File: src/rtl/cpu_axi_master.sv
// rtl/cpu_axi_master.sv - single-outstanding CPU-to-AXI master issuing one single-beat read or write
module cpu_axi_master #(
    parameter logic [3:0] MASTER_ID = 4'd0,
    parameter int         ADDR_W    = 32
) (
    input  logic              ACLK,
    input  logic              ARESETn,

    input  logic              mem_req,
    input  logic [3:0]        mem_web,
    input  logic [ADDR_W-1:0] mem_addr,
    input  logic [31:0]       mem_wdata,
    output logic [31:0]       mem_rdata,
    output logic              mem_done,
    output logic              mem_err,
    output logic              mem_stall,

    output logic [3:0]        AWID,
    output logic [ADDR_W-1:0] AWADDR,
    output logic [3:0]        AWLEN,
    output logic [2:0]        AWSIZE,
    output logic [1:0]        AWBURST,
    output logic              AWVALID,
    input  logic              AWREADY,

    output logic [31:0]       WDATA,
    output logic [3:0]        WSTRB,
    output logic              WLAST,
    output logic              WVALID,
    input  logic              WREADY,

    input  logic [7:0]        BID,
    input  logic [1:0]        BRESP,
    input  logic              BVALID,
    output logic              BREADY,

    output logic [3:0]        ARID,
    output logic [ADDR_W-1:0] ARADDR,
    output logic [3:0]        ARLEN,
    output logic [2:0]        ARSIZE,
    output logic [1:0]        ARBURST,
    output logic              ARVALID,
    input  logic              ARREADY,

    input  logic [7:0]        RID,
    input  logic [31:0]       RDATA,
    input  logic [1:0]        RRESP,
    input  logic              RLAST,
    input  logic              RVALID,
    output logic              RREADY
);

    typedef enum logic [2:0] {
        ST_IDLE,
        ST_AR,
        ST_R,
        ST_AW,
        ST_W,
        ST_B
    } state_t;

    state_t            state;
    state_t            state_d;
    logic [ADDR_W-1:0] addr_buf;
    logic [31:0]       wdata_buf;
    logic [3:0]        web_buf;
    logic              done_d;
    logic              err_d;
    logic              accept;
    logic              unused_inputs;

    // The request still held during the mem_done cycle belongs to the
    // transfer that just finished, so it must not be taken again.
    assign accept = (state == ST_IDLE) & mem_req & ~mem_done;

    always_ff @(posedge ACLK or negedge ARESETn) begin
        if (!ARESETn) begin
            state     <= ST_IDLE;
            addr_buf  <= '0;
            wdata_buf <= '0;
            web_buf   <= 4'b1111;
            mem_rdata <= '0;
            mem_done  <= 1'b0;
            mem_err   <= 1'b0;
        end else begin
            state    <= state_d;
            mem_done <= done_d;
            mem_err  <= err_d;
            if (accept) begin
                addr_buf  <= mem_addr;
                wdata_buf <= mem_wdata;
                web_buf   <= mem_web;
            end
            if (state == ST_R && RVALID) begin
                mem_rdata <= RDATA;
            end
        end
    end

    always_comb begin
        state_d = state;
        done_d  = 1'b0;
        err_d   = 1'b0;
        case (state)
            ST_IDLE: begin
                if (accept) begin
                    state_d = (mem_web == 4'b1111) ? ST_AR : ST_AW;
                end
            end
            ST_AR: begin
                if (ARREADY) state_d = ST_R;
            end
            ST_R: begin
                if (RVALID) begin
                    state_d = ST_IDLE;
                    done_d  = 1'b1;
                    err_d   = (RRESP != 2'b00);
                end
            end
            ST_AW: begin
                if (AWREADY) state_d = ST_W;
            end
            ST_W: begin
                if (WREADY) state_d = ST_B;
            end
            ST_B: begin
                if (BVALID) begin
                    state_d = ST_IDLE;
                    done_d  = 1'b1;
                    err_d   = (BRESP != 2'b00);
                end
            end
            default: state_d = ST_IDLE;
        endcase
    end

    assign mem_stall = (state != ST_IDLE) | (mem_req & ~mem_done);

    assign ARVALID = (state == ST_AR);
    assign RREADY  = (state == ST_R);
    assign AWVALID = (state == ST_AW);
    assign WVALID  = (state == ST_W);
    assign WLAST   = (state == ST_W);
    assign BREADY  = (state == ST_B);

    assign ARID    = MASTER_ID;
    assign ARADDR  = addr_buf;
    assign ARLEN   = 4'd0;
    assign ARSIZE  = 3'b010;
    assign ARBURST = 2'b01;

    assign AWID    = MASTER_ID;
    assign AWADDR  = addr_buf;
    assign AWLEN   = 4'd0;
    assign AWSIZE  = 3'b010;
    assign AWBURST = 2'b01;

    // Byte enables go out active-low, as the slave wrappers consume them.
    assign WDATA = wdata_buf;
    assign WSTRB = web_buf;

    assign unused_inputs = ^{BID, RID, RLAST};

endmodule

File: config.mk
export PLATFORM = sky130hd
export DESIGN_NAME = cpu_axi_master
export DESIGN_NICKNAME = d
export VERILOG_FILES = /design/src/rtl/cpu_axi_master.sv
export SDC_FILE = /design/constraint.sdc
export NUM_CORES = 1
export LEC_CHECK = 0
export CAP_MARGIN = 5
export CORE_UTILIZATION = 30
export CTS_BUF_LIST = sky130_fd_sc_hd__clkbuf_8
export CTS_CLUSTER_DIAMETER = 120
export DETAILED_ROUTE_END_ITERATION = 8
export PLACE_DENSITY_LB_ADDON = 0.15
export SLEW_MARGIN = 20
export SYNTH_ARGS = -nofsm -noshare
export SYNTH_HDL_FRONTEND = slang
export SYNTH_SLANG_ARGS = --single-unit
File: constraint.sdc
create_clock -name ACLK -period 1.5 [get_ports ACLK]
set_clock_uncertainty 0.15 [all_clocks]
set_input_delay 0.45 -clock ACLK [delete_from_list [all_inputs] [get_ports ACLK]]
set_output_delay 0.45 -clock ACLK [all_outputs]
set_load 0.02 [all_outputs]
# Yosys cells after proc, flatten, opt, wreduce, memory -nomap -nowiden
# Index checks and enable logic that the tools add are counted.
# word_totals
mem_count	0
word_cells	44
mem_bits_rw	0
romBits	0
reg_bits	105
latch_bits	0
in_bits	129
# op_classes
n_addsub	0
reduce_logical	6
eq_ne	12
order_cmp	0
mul	0
bitwise_logic	5
div_mod_pow	0
mux	14
shifts	0
# ops
op	n
3-bit 2-to-1 mux	6
3-bit case mux with 6 select lines	1
3-bit by 2-bit equality test with 1-bit output, second input constant	2
3-bit equality test, second input constant	2
2-bit by 1-bit inequality test with 1-bit output, second input constant	3
2-bit inequality test, second input constant	3
6-bit AND reduction	1
4-bit equality test, second input constant	1
1-bit 2-to-1 mux	4
1-bit case mux with 2 select lines	2
2-bit nonzero test	2
1-bit bitwise AND	3
3-bit by 1-bit equality test with 1-bit output, second input constant	1
3-bit zero test	1
3-bit nonzero test	1
2-bit 2-to-1 mux	1
1-bit logical AND	1
1-bit inverter	1
1-bit bitwise OR	1

# Depth between registers and ports, before layout
# depth
depth_word	5
mapped_depth	7

# Least setup slack after synthesis
# OpenSTA, ideal clock, no wires.
# synth_path
kind	reg2out
startpoint	register state[0]
endpoint	output ARVALID
t_arrival_ns	1.247
required_time_ns	0.900
path_buffers	1
path_stages_with_launch	3
setup_slack_ns	-0.347
cell_sequence	dfrtp_1 > clkbuf_1 > nor3b_1
# synth_between
elab_chain_len	1
# synth_lines
element	line	text
from (decl)	62	state_t state;
from (signal assigned)	86	state <= state_d;
3-bit by 1-bit equality test with 1-bit output	139	assign ARVALID = (state == ST_AR);
to (decl)	42	output logic ARVALID,
# Every way passes these cells.

# Worst setup path in the final report
# layout_path
startpoint	register state[2]
endpoint	output mem_stall
# layout_between
elab_chain_len	2
# layout_lines
element	line	text
3-bit nonzero test	137	assign mem_stall = (state != ST_IDLE) | (mem_req & ~mem_done);
1-bit bitwise OR	137	
to (decl)	16	output logic mem_stall,
# Every way passes these cells.

==> flow_metrics.tcl <==
set metrics [dict create \
    status "complete, but fails checks" \
    violations "design-rule violations, negative setup slack" \
    numCtsBuffers 9 \
    rsz0062_at_grt "yes" \
    grt_max_degree 29 \
    clockRootBuffer "clkbuf_8" \
    total_power_w 0.0205 \
    fillers 1203 \
    use_met3_pct 4.97 \
    drive_above_1_share_pct 58.5 \
    syn_inst 314 \
    setup_violations 240 \
    drc 21 \
    gr-total-overflow 0 \
    cpPeakStageDelay_ns 0.45 \
    clock_sinks 105 \
    crit_path_frequent_cell "buf_6" \
    die_w_um 126 \
    hpwl_mm 8.61 \
    p_per_area_nw_per_um2 2400 \
    critPathSlowestCell "dfrtp_2" \
    required_ns 0.90 \
    synth_seq_cells 105 \
    ctsHtreeMaxLevel 3 \
    drt-pass1-iter-count 8 \
    grt.busiest_layer "met2" \
    diodes 0 \
    wl_per_cell_um 16.4 \
    grt_usage_pct 17.0 \
    period_minus_slack_ns 1.96 \
    worst_setup_path_end_kind "primary output" \
    synth_cell_types 26 \
    avgSynthCellArea_um2 14.6 \
    wirelength_mm 13.2 \
    seq_area_um2 2640 \
    ys_warn_count 0 \
    multi_input_area_um2 1740 \
    worstPathArrival_ns 1.36 \
    gp_congestion 0.726 \
    hold_violations 0 \
    cp_num_buf_inv 2 \
    synth_area_um2 4590 \
    syn_to_final_growth_pct 86.3 \
    initial_core_util_pct 31.1 \
    coreArea_um2 14800 \
    total_leakage_power_nw 4.04 \
    seq_area_frac_synth_pct 57.4 \
    hp-class "in -> async" \
    ant_nets 0 \
    met2_usage_pct 29.3 \
    vdd.ir_drop.worst_mv 1.03 \
    clk_latency_ns 0.37 \
    portBuffers 252 \
    grt_pass1_vias 3717 \
    grt_pass1_wl_mm 20.6 \
    critPathMaxFanout 4 \
    final_max_slew_viol_count 0 \
    antenna_found_initial 0 \
    dp_slack_ns -0.768 \
    nets 746 \
    crit_chain "buf_6, nor3_4, nand2_1, buf_6" \
    critPathKind "reg -> out" \
    fin_ws_ns -0.460 \
    drt_iter0_markers 94 \
    num_io_pins 296 \
    maxCapViolCount 0 \
    clk_pin_slew_ns 0.10 \
    num_vias 3472 \
    dieArea_um2 15800 \
    drt-vias-per-instance 4.31 \
    post-route-period-util_pct 131 \
    die_h_um 126 \
    crit_family "flip-flops" \
    crit_path_start_kind "register" \
    fmax_mhz 510 \
    met1_usage_pct 19.9 \
    cts_buffer_depth 2 \
    fp-row-count 44 \
    cts_tree "yes" \
]
## sequential cells by signal (all words and copies together), names as in the netlist
signal / cells
ARADDR: 32
WSTRB: 4
mem_err: 1
WDATA: 32
mem_rdata: 32
mem_done: 1
state: 3
## layout make-up
cell class | count | area share, %
Clock inverter | 4 | 0.863
Timing Repair Buffer | 341 | 43.4
Tap cell | 184 | 2.69
Sequential cell | 105 | 30.8
Clock buffer | 12 | 1.93
Multi-Input combinational cell | 160 | 20.3
## layer usage
layer	vias to the layer above	routed length [um]
met3	17	1100
met5	-	0
met1	1690	5050
met2	177	6790
met4	0	276
li1	1588	-
## through the flow
stage                     hold slack [ns]  std cells  TNS (ns)  util, %  instance area, um2
after floorplan                   0.00441        338    -11.12        -                4780
after global placement              0.227        726    -74.11     49.2                7260
after detailed placement            0.226        726    -76.31     49.2                7260
after CTS                           0.339        786    -47.80     55.7                8220
after global routing                0.366        806    -53.31     58.0                8550
final                               0.364        806    -40.48     58.0                8550
## worst paths after layout
check | from | endpoint | slack (ns) | cells past startpoint
max reg2reg | state[2] | ARADDR[13] | -0.42 | 6
min reg2reg | WDATA[14] | WDATA[14] | 0.38 | 1
max in group asynchronous | ARESETn | ARADDR[17] | 0.37 | 3
max | state[2] | mem_stall | -0.46 | 4
min in group ACLK | WDATA[14] | WDATA[14] | 0.38 | 1
min | ARESETn | mem_rdata[18] | 0.36 | 2
## kinds of logic (layout without fill, tap and decap cells)
logic type	after synthesis	in the layout	share of synthesized area, %
flops	105	105	57.4
simple gates	23	24	2.97
other cells	2	26	0.164
compound gates	9	9	1.31
mux	101	101	26.4
buf+inv	74	357	11.8
## layout by cell type (no fill, tap or decap), types with 4 or more instances in the layout
cell	n
mux2_4	54
dfrtp_1	97
buf_16	4
buf_12	13
dfrtp_2	4
clkbuf_8	12
buf_4	57
mux2_2	40
nand2b_4	5
dfstp_2	4
mux2_1	7
nand2_1	7
buf_6	154
clkdlybuf4s50_1	110
conb_1	26
## cell usage after synthesis (all sizes together)
library cell	count	area, um2
and3b	2	17.5
o22ai	1	6.26
nor3b	1	7.51
nor2	4	15.0
conb	2	7.51
nor4bb	1	10.0
nand2	7	26.3
dfrtp	101	2530
nor2b	1	6.26
and2	1	6.26
nand4	1	6.26
buf	72	533
o21a	1	7.51
nor3	1	16.3
clkbuf	2	7.51
a211o	1	8.76
o21ai	4	20.0
o41ai	1	8.76
mux2	101	1210
a22o	1	8.76
nand2b	4	25.0
dfstp	4	105
## power by group
| part | switching [W] | internal (W) |
|---|---|---|
| sequential | 0.00127 | 0.00434 |
| clock | 0.000989 | 0.00108 |
| combinational | 0.00512 | 0.00770 |
## what timing repair did
action / CTS / global route
gates resized for setup: 841 / 71
hold buffers: 1 / 0
endpoints found under the setup margin: 243 / 245
gates cloned: 10 / 0
hold endpoints to repair: 12 / 0
setup buffers: 35 / 25
pin swaps: 5 / 4
No activity file was read; power rests on OpenSTA's default activity.
